## src/rtl/sram_req_arbiter.sv

```systemverilog
// Shares one SRAM-like master port between the instruction-fetch and data requesters.
// Data has priority with a bounded run; an in-order FIFO routes each response back to its issuer.
module sram_req_arbiter #(
    parameter int OT_DEPTH = 4,
    parameter int DATA_RUN = 4
) (
    input  logic        clk,
    input  logic        reset,
    input  logic        inst_req,
    input  logic        inst_wr,
    input  logic [1:0]  inst_size,
    input  logic [3:0]  inst_wstrb,
    input  logic [31:0] inst_addr,
    input  logic [31:0] inst_wdata,
    output logic        inst_addr_ok,
    output logic        inst_data_ok,
    output logic [31:0] inst_rdata,
    input  logic        data_req,
    input  logic        data_wr,
    input  logic [1:0]  data_size,
    input  logic [3:0]  data_wstrb,
    input  logic [31:0] data_addr,
    input  logic [31:0] data_wdata,
    output logic        data_addr_ok,
    output logic        data_data_ok,
    output logic [31:0] data_rdata,
    output logic        m_req,
    output logic        m_wr,
    output logic [1:0]  m_size,
    output logic [3:0]  m_wstrb,
    output logic [31:0] m_addr,
    output logic [31:0] m_wdata,
    input  logic        m_addr_ok,
    input  logic        m_data_ok,
    input  logic [31:0] m_rdata,
    output logic        err_stray
);

    localparam int PW = $clog2(OT_DEPTH);
    localparam int CW = PW + 1;
    localparam int RW = $clog2(DATA_RUN + 1);
    localparam logic [CW-1:0] DEPTH_C = CW'(OT_DEPTH);
    localparam logic [RW-1:0] RUN_MAX = RW'(DATA_RUN);

    typedef enum logic {
        ST_IDLE,
        ST_HOLD
    } state_e;

    state_e         state_q, state_d;
    logic           src_q, src_d;
    logic [RW-1:0]  run_cnt_q, run_cnt_d;
    logic [OT_DEPTH-1:0] fifo_q, fifo_d;
    logic [PW-1:0]  wr_ptr_q, wr_ptr_d;
    logic [PW-1:0]  rd_ptr_q, rd_ptr_d;
    logic [CW-1:0]  count_q, count_d;
    logic           err_stray_q, err_stray_d;

    logic can_issue;
    logic sel_data;
    logic accept;
    logic fifo_empty;
    logic head;
    logic pop;
    logic stray;

    // Source selection; outputs stay quiet while reset is asserted so nothing is accepted then.
    always_comb begin
        can_issue = (count_q < DEPTH_C);
        sel_data  = 1'b0;
        m_req     = 1'b0;
        if (!reset) begin
            if (state_q == ST_HOLD) begin
                sel_data = src_q;
                m_req    = 1'b1;
            end else if (can_issue) begin
                sel_data = data_req && !(inst_req && (run_cnt_q == RUN_MAX));
                m_req    = sel_data || inst_req;
            end
        end
    end

    always_comb begin
        m_wr    = 1'b0;
        m_size  = '0;
        m_wstrb = '0;
        m_addr  = '0;
        m_wdata = '0;
        if (m_req) begin
            if (sel_data) begin
                m_wr    = data_wr;
                m_size  = data_size;
                m_wstrb = data_wstrb;
                m_addr  = data_addr;
                m_wdata = data_wdata;
            end else begin
                m_wr    = inst_wr;
                m_size  = inst_size;
                m_wstrb = inst_wstrb;
                m_addr  = inst_addr;
                m_wdata = inst_wdata;
            end
        end
    end

    assign accept       = m_req & m_addr_ok;
    assign inst_addr_ok = accept & ~sel_data;
    assign data_addr_ok = accept & sel_data;

    assign fifo_empty   = (count_q == '0);
    assign head         = fifo_q[rd_ptr_q];
    assign pop          = m_data_ok & ~fifo_empty & ~reset;
    assign stray        = m_data_ok & fifo_empty & ~reset;
    assign inst_data_ok = pop & ~head;
    assign data_data_ok = pop & head;
    assign inst_rdata   = m_rdata;
    assign data_rdata   = m_rdata;
    assign err_stray    = err_stray_q;

    // Next-state for the arbiter FSM, fairness counter and tracking FIFO.
    always_comb begin
        state_d     = state_q;
        src_d       = src_q;
        run_cnt_d   = run_cnt_q;
        fifo_d      = fifo_q;
        wr_ptr_d    = wr_ptr_q;
        rd_ptr_d    = rd_ptr_q;
        count_d     = count_q;
        err_stray_d = err_stray_q | stray;

        case (state_q)
            ST_IDLE: begin
                if (m_req && !m_addr_ok) begin
                    state_d = ST_HOLD;
                    src_d   = sel_data;
                end
            end
            ST_HOLD: begin
                if (m_addr_ok) begin
                    state_d = ST_IDLE;
                end
            end
            default: state_d = ST_IDLE;
        endcase

        if (!inst_req || (accept && !sel_data)) begin
            run_cnt_d = '0;
        end else if (accept && (run_cnt_q != RUN_MAX)) begin
            run_cnt_d = run_cnt_q + 1'b1;
        end

        if (accept) begin
            fifo_d[wr_ptr_q] = sel_data;
            wr_ptr_d         = wr_ptr_q + 1'b1;
        end
        if (pop) begin
            rd_ptr_d = rd_ptr_q + 1'b1;
        end
        case ({accept, pop})
            2'b10:   count_d = count_q + 1'b1;
            2'b01:   count_d = count_q - 1'b1;
            default: count_d = count_q;
        endcase
    end

    always_ff @(posedge clk) begin
        if (reset) begin
            state_q     <= ST_IDLE;
            src_q       <= 1'b0;
            run_cnt_q   <= '0;
            fifo_q      <= '0;
            wr_ptr_q    <= '0;
            rd_ptr_q    <= '0;
            count_q     <= '0;
            err_stray_q <= 1'b0;
        end else begin
            state_q     <= state_d;
            src_q       <= src_d;
            run_cnt_q   <= run_cnt_d;
            fifo_q      <= fifo_d;
            wr_ptr_q    <= wr_ptr_d;
            rd_ptr_q    <= rd_ptr_d;
            count_q     <= count_d;
            err_stray_q <= err_stray_d;
        end
    end

endmodule

```

## config.mk

```make
export PLATFORM = sky130hd
export DESIGN_NAME = sram_req_arbiter
export DESIGN_NICKNAME = d
export VERILOG_FILES = /design/src/rtl/sram_req_arbiter.sv
export SDC_FILE = /design/constraint.sdc
export NUM_CORES = 1
export LEC_CHECK = 0
export CORE_AREA = 4 4 122 124
export DETAILED_ROUTE_END_ITERATION = 8
export DIE_AREA = 0 0 126 128
export HOLD_SLACK_MARGIN = 0.05
export SLEW_MARGIN = 20
export SYNTH_ARGS = -nofsm -noshare
export SYNTH_HDL_FRONTEND = slang
export SYNTH_SLANG_ARGS = --single-unit
export TNS_END_PERCENT = 30
```

## constraint.sdc

```tcl
create_clock -name clk -period 2.95 [get_ports clk]
set_input_delay 0.59 -clock clk [delete_from_list [all_inputs] [get_ports clk]]
set_output_delay 0.59 -clock clk [all_outputs]
set_load 0.02 [all_outputs]
```

==> results of run 1 <==
final cells by class:
class                   count  area (um2)
fillers                  1485        9360
multi-input cells         282        1420
clock buffers               4        78.8
flip-flops and latches     17         340
repair buffers            242        2320
inverters                   9        33.8
well taps                 180         225
registers in the layout (all words and copies together) (netlist names):
name       count
state_q        1
src_q          1
rd_ptr_q       2
fifo_q         4
count_q        3
run_cnt_q      3
err_stray      1
wr_ptr_q       2
worst min-delay path, stage by stage (launching register included):
cell,delay [ps]
dfxtp_1,330
a21oi_1,40
nor2_1,80
through the flow:
| step | setup slack (ps) | total power (W) | setup TNS (ps) | instances |
|---|---|---|---|---|
| 4_1_cts | 1.11 | 0.00130 | 0 | 733 |
| 3_3_place_gp | -385 | 0.00105 | -20010 | 726 |
| 6_report | 171 | 0.00128 | 0 | 734 |
| 2_1_floorplan | 356 | 0.000744 | 0 | 399 |
| 5_1_grt | 35.8 | 0.00137 | 0 | 734 |
| 3_5_place_dp | -412 | 0.00106 | -22910 | 726 |
cells in the final DEF, fill, tap and decap left out, types with 2 or more instances in the layout:
| cell | n |
|---|---|
| nand3b_1 | 2 |
| a21oi_2 | 3 |
| clkdlybuf4s50_1 | 148 |
| o2bb2ai_1 | 2 |
| nor3_1 | 3 |
| dlymetal6s2s_1 | 2 |
| xor2_1 | 4 |
| dfxtp_1 | 17 |
| buf_12 | 7 |
| ha_1 | 7 |
| nor2_1 | 14 |
| clkbuf_16 | 3 |
| dlygate4sd2_1 | 37 |
| a21oi_1 | 77 |
| clkbuf_2 | 7 |
| nand2b_1 | 2 |
| a311oi_1 | 5 |
| inv_1 | 9 |
| buf_2 | 18 |
| nand3_1 | 2 |
| nand2_1 | 145 |
| clkdlybuf4s15_1 | 8 |
| buf_4 | 13 |
final timing paths:
path                 from    endpoint
max          run_cnt_q[0]   m_size[1]
min             err_stray   err_stray
max reg2reg    count_q[2]  count_q[2]
min reg2reg     err_stray   err_stray
repair_timing:
item / CTS / global route
pin swaps: 1 / 0
resized for setup: 151 / 17
hold buffers: 0 / 0
setup buffers: 2 / 1
setup endpoints to repair: 73 / 63
gates cloned: 1 / 0
power groups by stage:
stage               sequential (W)  combinational (W)  clock (W)
floorplan                 0.000265           0.000479          0
global placement          0.000266           0.000787          0
detailed placement        0.000267           0.000795          0
CTS                       0.000263           0.000761   0.000276
global route              0.000264           0.000814   0.000293
finish                    0.000263           0.000751   0.000270
routing by layer:
layer / global-route usage [%] / wire length [um]
met3: 3.96 / 1000
met1: 13.9 / 4270
met2: 22.2 / 5520
met5: 0 / 0
met4: 2.27 / 150
cell usage after synthesis:
library cell  number  share of area [%]
nand2_1          145                 23
a21oi_1           80                 17
buf_4             65                 20
dfxtp_1           17                 14
nor2_1            14                2.2
clkbuf_1          11                1.7
buf_2             10                2.1
inv_1              9                1.4
ha_1               7                3.7
a311oi_1           5                1.8
buf_6              4                1.9
xor2_1             4                1.5
nand3_1            3               0.63
nor3_1             3               0.63
nand2b_1           2               0.52
nand3b_1           2               0.63
o2bb2ai_1          2               0.73
a21boi_0           1               0.31
a21o_1             1               0.31
a31oi_1            1               0.26
a32o_1             1               0.42
a32oi_1            1               0.37
a32oi_2            1               0.68
and2_1             1               0.26
buf_1              1               0.16
fa_1               1               0.84
mux2i_1            1               0.42
mux4_2             1               0.94
nand4_1            1               0.26
o21ai_0            1               0.21
o21bai_1           1               0.31
or3_1              1               0.26
xnor2_1            1               0.37
kinds of logic after synthesis:
logic type | after synthesis | synth area share, %
fa+ha+maj | 8 | 4.50
mux | 2 | 1.36
flops | 17 | 14.2
simple gates | 172 | 28.2
buf+inv | 100 | 27.7
compound gates | 95 | 22.2
xor+xnor | 5 | 1.83
==> flow_summary.ini, run 1 <==
[setup_path]
cp-end-kind = output port
cp.required_ps = 2360
slowest_delay_ps = 350
rrSetupSlack_ps = 610
slowest_stage = dlygate4sd2_1
path_class = flop to output port
crit_path_cell_trace = inv_1 > ha_1 > nand3_2 > a32oi_4 > buf_4 > buf_12 > nand2_1 > a21oi_1 > dlygate4sd2_1
path_delay_family = buffers and inverters
cp.depth = 9
crit_path_start_kind = flop
crit_arrival_ps = 2190
reg2reg_depth = 10
cp_num_buf_inv = 4
critical_path_peak_fanout = 21

[global_routing]
grt_start_max_net_pins = 46
antenna_found_initial = 0
track_usage_pct = 12.1
grt_pass1_vias = 3180
grt_first_pass_wirelength_um = 16400
overflow = 0

[clock_network]
numCtsBuffers = 3
cts_sinks = 17
cts.htree.levels = 1
cts_buffer_depth = 2
cts_tree = done
insertion_delay_ps = 250
clk_pin_slew_worst_paths_ps = 50
cts_root_buf = clkbuf_16

[die]
io_pins = 321
start_util_pct = 17.4
rows = 43
core_mm2 = 0.0138
dieArea_mm2 = 0.0161
die_width_um = 126
die_y_um = 128

[timing]
relSlewSlack_pct = 80.5
holdWs_ps = 484
finalCritPeriodShare_pct = 94.2
fmax_mhz = 360
worst_slew_pin_slew_ps = 290
hold_viol_final = 0
final-max-slew-violation-count = 0
finalClockSkew_ps = 3.03
rsz0062_at_grt = false
finalSetupViolCount = 0
fin_crit_ps = 2780

[place]
placement.io_buffers = 224
gp_congestion = 0.806
postPlaceCellArea_mm2 = 0.00443
dp_hpwl_um = 8720

[route]
dr.pass1.iters = 4
antenna_left = 0
drtIter0Drc = 87
viasPerCell = 4.20
vias = 3085
drt-wirelength-per-cell_um = 14.9
wirelength_um = 11000
drc = 0

[yosys]
avgSynthCellArea_um2 = 5.99
synth.distinct_cells = 33
ys_ff_latch = 17
yosys_warnings = 0
syn_area_mm2 = 0.00239
mappedNetlistNets = 587
ys_seq_area_share_pct = 14.2
netlist_instances = 399

[status]
status = finished clean

[final_layout]
syn_to_final_growth_pct = 84.7
drive_gt1_share_pct = 10.5
nets = 743
fin_util_pct = 32.0
diodes = 0
fin_area_mm2 = 0.00441

[power_and_ir_drop]
p_per_area_mw_per_mm2 = 291
p_comb_share_pct = 58.5
clockPowerShare_pct = 21.0
p_int_w = 0.000813
p_sw_w = 0.000470
seqPwrFrac_pct = 20.5
peakVddDrop_mv = 0.252
p_leak_nw = 1.96
switching_share_pct = 36.6

[run]
maxCapViolCount = 0

[worst_hold_path]
worstHoldPathCells = 2
holdCritPathClass = flop to flop
Note: power is estimated with default switching activity, not from simulation.
==> run 2: changes to the inputs <==
--- a/config.mk
+++ b/config.mk
@@ -9,6 +9,7 @@
 export DETAILED_ROUTE_END_ITERATION = 8
 export DIE_AREA = 0 0 126 128
 export HOLD_SLACK_MARGIN = 0.05
+export PLACE_DENSITY = 0.68
 export SLEW_MARGIN = 20
 export SYNTH_ARGS = -nofsm -noshare
 export SYNTH_HDL_FRONTEND = slang
==> flow_summary.ini, run 2 (same netlist as run 1, synthesis figures left out) <==
[timing]
fin_crit_ps = 2800
final-max-slew-violation-count = 0
hold_viol_final = 0
worst_slew_pin_slew_ps = 337
finalSetupViolCount = 0
finalClockSkew_ps = 3.98
relSlewSlack_pct = 77.6
finalCritPeriodShare_pct = 94.9
fmax_mhz = 357
rsz0062_at_grt = false

[final_layout]
final_common_cell = clkdlybuf4s50_1
nets = 756
syn_to_final_growth_pct = 90.7
fin_area_mm2 = 0.00456
drive_gt1_share_pct = 12.0
fin_util_pct = 33.1
largest_reg_flops = 4
final_cell_mix = clkdlybuf4s50_1 (149), nand2_1 (145), a21oi_1 (78)
top_regs = fifo_q x4, count_q x3, run_cnt_q x3
top_register = fifo_q
diodes = 0

[worst_hold_path]
holdCritPathClass = flop to flop

[place]
placement.io_buffers = 224
gp_congestion = 0.748
postPlaceCellArea_mm2 = 0.00452
dp_hpwl_um = 9310

[clock_network]
numCtsBuffers = 3
clk_pin_slew_worst_paths_ps = 50
cts.htree.levels = 1
insertion_delay_ps = 250
cts_sinks = 17
ctsHoldBuffers = 0
cts_root_buf = clkbuf_16
cts_buffer_depth = 2
cts_tree = done

[die]
die_width_um = 126
die_y_um = 128
dieArea_mm2 = 0.0161
start_util_pct = 17.4
io_pins = 321
core_mm2 = 0.0138
rows = 43

[route]
drt-wirelength-per-cell_um = 15.6
antenna_left = 0
drc = 0
wirelength_um = 11600
viasPerCell = 4.23
drtIter0Drc = 183
vias = 3158
dr.pass1.iters = 4

[global_routing]
grt_first_pass_wirelength_um = 17300
track_usage_pct = 13.1
grt_pass1_vias = 3125
overflow = 0
grt_start_max_net_pins = 42
antenna_found_initial = 0

[setup_path]
crit_arrival_ps = 2210
path_class = input pin to output port
cp-end-kind = output port
crit_path_cell_trace = dlygate4sd2_1 > buf_4 > o21bai_1 > a21o_2 > buf_12 > buf_4 > a21oi_1 > dlygate4sd2_1
critical_path_peak_fanout = 25
slowest_stage = dlygate4sd2_1
crit_path_start_kind = input pin
path_delay_family = buffers and inverters
slowest_delay_ps = 370
cp.required_ps = 2360
cp_num_buf_inv = 5

[run]
maxCapViolCount = 0

[power_and_ir_drop]
switching_share_pct = 36.7
p_leak_nw = 2.09
p_int_w = 0.000836
clockPowerShare_pct = 20.6
power_w = 0.00132
p_per_area_mw_per_mm2 = 290
p_sw_w = 0.000485
seqPwrFrac_pct = 19.9
peakVddDrop_mv = 0.238
p_comb_share_pct = 59.4

[status]
status = finished clean
==> run 2: changes by cell type in the layout (fill, tap and decap cells not counted), moves of 3 or more <==
cell / previous run / this run
clkbuf_2: 7 / 16
dlymetal6s2s_1: 2 / 5
buf_4: 13 / 23
dlygate4sd2_1: 37 / 43
clkdlybuf4s15_1: 8 / 2
buf_2: 18 / 7
==> run 2: per-layer routing <==
metal / global-route usage, % / wire, um
met1: 16.3 / 4560
met2: 22.6 / 5670
met3: 4.96 / 1410
met4: 0.631 / 2
met5: 0 / 0
==> run 2: what timing repair did <==
action | 4_1_cts | 5_1_grt
setup endpoints to repair | 74 | 35
cloned | 2 | 0
resized for setup | 107 | 39
pin swaps | 1 | 0
buffers inserted | 3 | 0
==> run 2: per-stage QoR <==
| stage | instances | hold slack (ps) | worst slack (ps) | TNS, ps |
|---|---|---|---|---|
| final | 747 | 479 | 150 | 0 |
| after CTS | 747 | 486 | 1.26 | 0 |
| after global routing | 747 | 519 | 5.45 | 0 |
| after floorplan | 399 | 458 | 356 | 0 |
| after detailed placement | 738 | 470 | -477 | -26650 |
| after global placement | 738 | 467 | -454 | -23920 |
==> run 2: power by group through the flow <==
stage / clock (W) / sequential (W) / combinational [W]
after CTS: 0.000281 / 0.000263 / 0.000802
after detailed placement: 0 / 0.000268 / 0.000819
after floorplan: 0 / 0.000265 / 0.000479
after global placement: 0 / 0.000268 / 0.000818
final: 0.000273 / 0.000263 / 0.000786
after global routing: 0.000294 / 0.000266 / 0.000858
==> run 2: final cells by class <==
type / instances / area (um2)
multi-input combinational: 282 / 1430
sequential: 17 / 340
fill: 1519 / 9220
clock inverter: 1 / 7.51
tap: 180 / 225
clock buffer: 3 / 75.1
timing repair buffer: 255 / 2440
inverter: 9 / 33.8
==> run 2: worst min-delay path, cell delays in order, from the launching register on <==
cell and delay [ps]:
dfxtp_1 330, a21oi_1 40, nor2_1 70
==> run 2: path summary, 6_finish.rpt <==
kind	from	to	slack, ps	depth (start not counted)
hold / removal	err_stray	err_stray	480	2
setup / recovery	inst_req	m_wdata[22]	150	8
hold reg to reg	err_stray	err_stray	480	2
setup reg to reg	count_q[2]	count_q[2]	500	11
==> run 3: changes to the inputs <==
--- a/config.mk
+++ b/config.mk
@@ -6,6 +6,7 @@
 export NUM_CORES = 1
 export LEC_CHECK = 0
 export CORE_AREA = 4 4 122 124
+export CTS_CLUSTER_DIAMETER = 150
 export DETAILED_ROUTE_END_ITERATION = 8
 export DIE_AREA = 0 0 126 128
 export HOLD_SLACK_MARGIN = 0.05
==> results of run 3 <==
Final layout, timing and power as in run 2 (identical DEF).
